### config.mk
export PLATFORM = sky130hd
export DESIGN_NAME = board_ctrl
export DESIGN_NICKNAME = d
export VERILOG_FILES = /design/src/rtl/board_ctrl.sv
export SDC_FILE = /design/constraint.sdc
export NUM_CORES = 1
export LEC_CHECK = 0
export BUFFER_PORTS_ARGS = -buffer_cell sky130_fd_sc_hd__buf_4
export CORE_AREA = 3 3 155 157
export CTS_BUF_LIST = sky130_fd_sc_hd__clkbuf_8
export DETAILED_ROUTE_END_ITERATION = 8
export DIE_AREA = 0 0 158 160
export PLACE_DENSITY = 0.76
export SLEW_MARGIN = 10
export SYNTH_ARGS = -nofsm -noshare
export SYNTH_HDL_FRONTEND = slang
export SYNTH_SLANG_ARGS = --single-unit
### constraint.sdc
create_clock -name clk -period 10 [get_ports clk]
set_input_delay 1 -clock clk [delete_from_list [all_inputs] [get_ports clk]]
set_output_delay 1 -clock clk [all_outputs]
set_load 0.02 [all_outputs]
### src/rtl/board_ctrl.sv
// board_ctrl: authoritative Connect-Four board.
// Accepts human drops and engine opt/move strobes, then scans for a win or
// draw over a fixed SCAN_LEN cycles before handing over the turn.
// Optional feature: define UNDO_EN to add a single-level undo input.
//
// Strobe semantics: drop and ai_move are valid-only pulses with no ready.
// They are acted on only in TURN, and only for the source that owns the
// current side; while busy is high (CHECK) or game_over is high (OVER)
// every strobe is silently dropped.
module board_ctrl #(
  parameter int SCAN_LEN = 168
) (
  input  logic        clk,
  input  logic        rst,
  input  logic        sw,
  input  logic [2:0]  col_sel,
  input  logic        drop,
  input  logic [6:0]  ai_opt,
  input  logic        ai_move,
`ifdef UNDO_EN
  input  logic        undo,
`endif
  output logic [83:0] grid,
  output logic [20:0] column_counts,
  output logic        player,
  output logic        busy,
  output logic        illegal,
  output logic [1:0]  winner,
  output logic        game_over
);

  typedef enum logic [1:0] {S_TURN, S_CHECK, S_OVER} state_t;

  localparam logic [7:0] LAST_K = 8'(SCAN_LEN - 1);

  state_t      state;
  logic [1:0]  board [7][6];   // [column][row], row 0 is the bottom
  logic [2:0]  cnt   [7];
  logic [7:0]  k;
  logic [2:0]  sc, sr;         // start cell of the current window
  logic [1:0]  hit;            // first winning side seen in this scan

`ifdef UNDO_EN
  logic [1:0]  snap_board [7][6];
  logic [2:0]  snap_cnt   [7];
  logic        snap_player;
  logic        snap_valid;
`endif

  logic        undo_req;
  logic [6:0]  ai_row, ai_mod;
  logic [2:0]  ai_col, fb_col;
  logic        ai_ok, fb_any, hum_ok, all_full;
  logic        place_en, bad;
  logic [2:0]  place_col;
  logic [1:0]  place_side;
  logic [1:0]  w0, w1, w2, w3, cur_hit, fin_hit;
  logic        in_rng;

`ifdef UNDO_EN
  assign undo_req = undo && snap_valid && (state != S_CHECK);
`else
  assign undo_req = 1'b0;
`endif

  // Pack the board and column counts onto the flat output buses.
  always_comb begin
    grid          = '0;
    column_counts = '0;
    for (int c = 0; c < 7; c++) begin
      column_counts[3*c +: 3] = cnt[c];
      for (int r = 0; r < 6; r++) grid[14*r + 12 - 2*c +: 2] = board[c][r];
    end
  end

  // Decode both move sources and pick the placement for this cycle.
  always_comb begin
    ai_row     = ai_opt / 7'd14;
    ai_mod     = ai_opt % 7'd14;
    ai_col     = 3'((7'd13 - ai_mod) >> 1);
    ai_ok      = (ai_opt <= 7'd83) && ai_opt[0] && (ai_row == {4'b0, cnt[ai_col]});
    hum_ok     = (col_sel != 3'd7) && (cnt[col_sel] != 3'd6);
    fb_col     = 3'd0;
    fb_any     = 1'b0;
    all_full   = 1'b1;
    for (int i = 6; i >= 0; i--) begin
      if (cnt[i] != 3'd6) begin
        fb_col   = 3'(i);
        fb_any   = 1'b1;
        all_full = 1'b0;
      end
    end
    place_en   = 1'b0;
    place_col  = 3'd0;
    place_side = 2'b01;
    bad        = 1'b0;
    if (state == S_TURN && !undo_req) begin
      if (player && sw) begin
        // engine owns side 1: only ai_move counts
        place_side = 2'b10;
        if (ai_move) begin
          if (ai_ok) begin
            place_en  = 1'b1;
            place_col = ai_col;
          end else begin
            bad       = 1'b1;
            place_en  = fb_any;
            place_col = fb_col;
          end
        end
      end else if (drop) begin
        place_side = player ? 2'b10 : 2'b01;
        if (hum_ok) begin
          place_en  = 1'b1;
          place_col = col_sel;
        end else begin
          bad = 1'b1;
        end
      end
    end
  end

  // Fetch the four cells of the window addressed by (sc, sr, k%4).
  always_comb begin
    w0 = 2'b00; w1 = 2'b00; w2 = 2'b00; w3 = 2'b00;
    in_rng = 1'b0;
    case (k[1:0])
      2'd0: if (sc <= 3'd3) begin
        in_rng = 1'b1;
        w0 = board[sc][sr];        w1 = board[sc + 3'd1][sr];
        w2 = board[sc + 3'd2][sr]; w3 = board[sc + 3'd3][sr];
      end
      2'd1: if (sr <= 3'd2) begin
        in_rng = 1'b1;
        w0 = board[sc][sr];        w1 = board[sc][sr + 3'd1];
        w2 = board[sc][sr + 3'd2]; w3 = board[sc][sr + 3'd3];
      end
      2'd2: if (sc <= 3'd3 && sr <= 3'd2) begin
        in_rng = 1'b1;
        w0 = board[sc][sr];                w1 = board[sc + 3'd1][sr + 3'd1];
        w2 = board[sc + 3'd2][sr + 3'd2];  w3 = board[sc + 3'd3][sr + 3'd3];
      end
      default: if (sc <= 3'd3 && sr >= 3'd3) begin
        in_rng = 1'b1;
        w0 = board[sc][sr];                w1 = board[sc + 3'd1][sr - 3'd1];
        w2 = board[sc + 3'd2][sr - 3'd2];  w3 = board[sc + 3'd3][sr - 3'd3];
      end
    endcase
    cur_hit = (in_rng && w0 != 2'b00 && w0 == w1 && w0 == w2 && w0 == w3) ? w0 : 2'b00;
    fin_hit = (hit != 2'b00) ? hit : cur_hit;
  end

  // Turn/scan/over state machine with all board state and outputs.
  always_ff @(posedge clk) begin
    if (rst) begin
      state     <= S_TURN;
      for (int c = 0; c < 7; c++) begin
        cnt[c] <= 3'd0;
        for (int r = 0; r < 6; r++) board[c][r] <= 2'b00;
      end
      player    <= 1'b0;
      busy      <= 1'b0;
      illegal   <= 1'b0;
      winner    <= 2'b00;
      game_over <= 1'b0;
      k         <= 8'd0;
      sc        <= 3'd0;
      sr        <= 3'd0;
      hit       <= 2'b00;
`ifdef UNDO_EN
      snap_valid <= 1'b0;
`endif
    end else begin
      illegal <= bad;
      if (undo_req) begin
`ifdef UNDO_EN
        board      <= snap_board;
        cnt        <= snap_cnt;
        player     <= snap_player;
        winner     <= 2'b00;
        game_over  <= 1'b0;
        busy       <= 1'b0;
        state      <= S_TURN;
        snap_valid <= 1'b0;
`endif
      end else begin
        case (state)
          S_TURN: begin
            if (place_en) begin
              board[place_col][cnt[place_col]] <= place_side;
              cnt[place_col] <= cnt[place_col] + 3'd1;
              busy  <= 1'b1;
              k     <= 8'd0;
              sc    <= 3'd0;
              sr    <= 3'd0;
              hit   <= 2'b00;
              state <= S_CHECK;
`ifdef UNDO_EN
              snap_board  <= board;
              snap_cnt    <= cnt;
              snap_player <= player;
              snap_valid  <= 1'b1;
`endif
            end
          end
          S_CHECK: begin
            if (hit == 2'b00) hit <= cur_hit;
            if (k == LAST_K) begin
              busy <= 1'b0;
              if (fin_hit != 2'b00) begin
                winner    <= fin_hit;
                game_over <= 1'b1;
                state     <= S_OVER;
              end else if (all_full) begin
                winner    <= 2'b11;
                game_over <= 1'b1;
                state     <= S_OVER;
              end else begin
                player <= ~player;
                state  <= S_TURN;
              end
            end else begin
              k <= k + 8'd1;
              if (k[1:0] == 2'd3) begin
                if (sc == 3'd6) begin
                  sc <= 3'd0;
                  sr <= sr + 3'd1;
                end else begin
                  sc <= sc + 3'd1;
                end
              end
            end
          end
          default: ;
        endcase
      end
    end
  end

endmodule

==> results.txt <==
----------------------------------------------------
[Status]
  Run status ... completed

[Power]
  Leakage component of the power ... 0.00457 uW
  Part of the total power dissipated in sequential elements ... 43.8%
  Cell internal power dissipation ... 1070 uW
  IR drop worst, VDD ... 0.114 mV
  Net switching share of the total power ... 34.0%
  Power spent charging and discharging nets ... 551 uW
  Share of power burned in the clock network ... 28.9%
  Final total power ... 1620 uW
  Combinational share of power ... 27.3%
  Ratio of total power to cell area ... 124 nW/um2

[Die]
  IO Count ... 126
  Effective utilization at floorplan ... 51.3%
  Core Box Area ... 22600 um2
  Die Span Y ... 160 um
  Cell Rows ... 55
  Die Area ... 25300 um2
  Die extent in x ... 158 um

[Timing]
  Fmax achieved ... 108 MHz
  Slew @ Worst Pin ... 1190 ps
  Final worst path period share ... 92.4%
  Largest clock skew in the final design ... 21.0 ps
  Total Neg Setup Slack ... 0 ps
  Final critical path time including I/O delays and setup ... 9240 ps
  Relative slew margins ... 20.3%
  Setup repair after global routing missed its margin ... false
  Number of setup violations in the final report ... 0
  Slew Limit Fails ... 0
  Worst hold-check slack ... 455 ps
  Endpoints failing hold ... 0

[Worst setup path]
  Worst reg-to-reg setup slack ... 4970 ps
  Crit Path Category ... primary input to flip-flop
  Slowest library cell on the worst path ... sky130_fd_sc_hd__or4_4
  Arrival time reported for the critical path endpoint ... 9370 ps
  Largest fanout on the critical path ... 22
  Delay contributed by the slowest stage of the critical path ... 660 ps
  Most frequent CP cell ... sky130_fd_sc_hd__ha_1
  Destination of the worst register-to-register timing path ... player$_SDFFE_PP0P_
  Kind of end point of the critical path ... flip-flop
  Startpoint class of the critical path ... primary input
  Levels on crit path ... 31
  Required time reported for the critical path endpoint ... 10140 ps
  Cell type group with the largest total delay on the critical path ... compound AO/OA/AOI/OAI gates
  Launch instance of the worst register-to-register path ... sc[1]$_SDFFE_PP0P_
  Combined buffer and inverter count along the critical path ... 2
  Cell count of the worst reg-to-reg path ... 19

[Synth]
  Post-synthesis net count ... 1168
  Fraction of the mapped netlist area in adder cells ... 2.26%
  Dominant combinational cell family by area after synthesis ... multiplexers
  Synthesized-area fraction occupied by and/or/nand/nor cells ... 16.6%
  Cell type with the highest aggregate area in the netlist ... sky130_fd_sc_hd__edfxtp_1
  Compound-Gate Fraction of Synth Area ... 14.3%
  Post-synthesis instance area ... 11600 um2
  Area share of xor/xnor cells in the synthesized design ... 1.56%
  Synth top area share ... 30.2%
  Multiplexer share of the synthesized area ... 25.9%
  Sequential-to-total area share from yosys stat ... 35.2%
  Post-Synthesis Cells ... 1132
  Synth warn ... 0
  EDFF count, synth ... 117
  Avg Cell Area, Syn ... 10.3 um2
  Number of synthesized register bits ... 146
  Area contributors post-synth ... sky130_fd_sc_hd__edfxtp_1 (30%), sky130_fd_sc_hd__mux4_2 (16%), sky130_fd_sc_hd__nor2_1 (5.9%), sky130_fd_sc_hd__dfxtp_1 (5.0%), sky130_fd_sc_hd__mux2_2 (4.9%)
  Synth Flop Type ... sky130_fd_sc_hd__edfxtp_1
  Count of unique library cells instantiated by Yosys ... 86
  Async SR Flop Fraction ... 0%

[Route]
  Vias per cell ... 6.74
  Drt wl/cell ... 25.0 um
  Via count ... 10100
  1st-pass router iterations ... 6
  Overall routed net length ... 37500 um
  DRC violation total after the first TritonRoute iteration ... 1142
  Number of design rule violations left after detail routing ... 0
  Remaining antenna violation count ... 0

[Clocking]
  Buffers from clock root to sink, at most ... 2
  Number of buffers added by the clock tree synthesis step ... 17
  Post-CTS Hold Fix Bufs ... 0
  Total clock sinks ... 146
  Number of levels the H-tree was split into ... 4
  Clock tree from TritonCTS ... built
  Root buffer selected by CTS ... sky130_fd_sc_hd__clkbuf_8
  Post CTS Setup Buffer Count ... 0
  CTS clk-pin slew, worst paths ... 90 ps
  Clock latency reported for the late side of the worst-skew pair ... 450 ps
  Number of cells upsized or downsized after cts ... 0

[Finish]
  Count of nets after finishing ... 1235
  Final cell area excluding filler cells ... 13100 um2
  Final core utilization ... 57.6%
  Antenna diode count ... 0
  Relative area change from synthesis to final layout ... 12.3%
  Share of final-layout standard cells stronger than drive strength 1 ... 28.1%

[Placement]
  PortBufs ... 125
  Total placed instance area ... 12600 um2
  Routability congestion estimate from global placement ... 1.00
  HPWL after DPL ... 28500 um

[Min path]
  Worst Min Path Start ... game_over$_SDFFE_PP0P_
  Instance count along the most critical hold path ... 2
  Worst hold path endpoint ... game_over$_SDFFE_PP0P_
  Worst min-delay path class ... flip-flop to flip-flop

[Global routing]
  Total track usage ... 29.3%
  Maximum number of pins on one net before global-route repair ... 78
  GRT overflow ... 0
  Initial antenna violation count ... 0
  Via count of the first global-routing pass ... 9645
  First-pass GRT wire length ... 57100 um

[Flow run]
  Maxcap violations ... 0

----------------------------------------------------
[metal layers]
metal	vias to the layer above	wire length, um	global-route usage (%)
met3	108	3940	6.23
met4	0	1390	11.0
met1	4889	14500	40.6
met2	631	17600	45.5
met5	-	0	0
li1	4457	-	-
[synth_stat cells, drive strengths merged (12+ instances only)]
master / count
edfxtp: 117
nand2: 66
dfxtp: 29
clkbuf: 59
or3: 12
ha: 21
mux2: 52
a21oi: 47
inv: 26
nand2b: 21
o21ai: 43
mux2i: 53
xnor2: 13
mux4: 84
o21bai: 43
nor3: 26
nand3: 26
nor2: 183
buf: 30
[kinds of logic (layout without fill, tap and decap cells)]
family / count (synthesis) / count (layout)
compound gates: 235 / 235
xor+xnor: 19 / 19
fa+ha+maj: 21 / 21
buf+inv: 117 / 197
flops: 146 / 146
mux: 189 / 189
simple gates: 405 / 405
[placed cells by master, fill, tap and decap left out, drive strengths merged, types with 11 or more instances in the layout]
master  netlist  routed
ha           21      21
inv          26      35
nand2b       21      21
mux2         52      52
clkbuf       59      17
o21ai        43      43
mux2i        53      53
buf          30     137
or3          12      12
edfxtp      117     117
a21oi        47      47
nor3         26      26
o22ai        11      11
nor2        183     183
mux4         84      84
xnor2        13      13
nand3        26      26
a31oi        11      11
nand2        66      66
dfxtp        29      29
o21bai       43      43
[power by group through the flow]
stage               Sequential (uW)  Clock, uW  Combinational [uW]
CTS                             708        473                 437
global route                    711        500                 476
detailed placement              722          0                 436
finish                          711        469                 442
global placement                721          0                 430
floorplan                       726          0                 306
[flip-flops by register name (all words and copies together), names as in the netlist, 2 cells and up, named ones only]
| register | cells |
|---|---|
| hit | 2 |
| sc | 3 |
| state | 2 |
| board | 96 |
| cnt | 24 |
| sr | 3 |
| winner | 2 |
| k | 8 |
[stage by stage]
stage               instances  worst slack (ps)
detailed placement       1465               209
global placement         1465               463
CTS                      1497               670
floorplan                1132              1060
global route             1497               183
finish                   1497               763
[how the worst max path moves through the flow]
stage | slack (ps) | from | to
final | 760 | ai_opt[4] | board[1][6]$_SDFFCE_PN0P_
after global routing | 180 | ai_opt[4] | board[5][8]$_SDFFCE_PN0P_
after CTS | 670 | ai_opt[4] | board[5][8]$_SDFFCE_PN0P_
after detailed placement | 210 | ai_opt[4] | board[5][9]$_SDFFCE_PN0P_
after global placement | 460 | ai_opt[4] | board[5][8]$_SDFFCE_PN0P_
after floorplan | 1060 | ai_opt[4] | board[0][8]$_SDFFCE_PN0P_
[tightest hold or removal path: stages (launching register included)]
cell and delay (ps):
sky130_fd_sc_hd__dfxtp_1 320, sky130_fd_sc_hd__inv_1 50, sky130_fd_sc_hd__a21oi_1 50
[layout make-up]
cell class                 count  area (um2)
fill                        1929        9590
timing repair buffer         137        1030
sequential                   146        4100
inverter                      28         105
multi-input combinational    869        7060
tap                          285         357
clock buffer                  17         234
clock inverter                15         168
No activity file was read; power rests on OpenSTA's default activity.
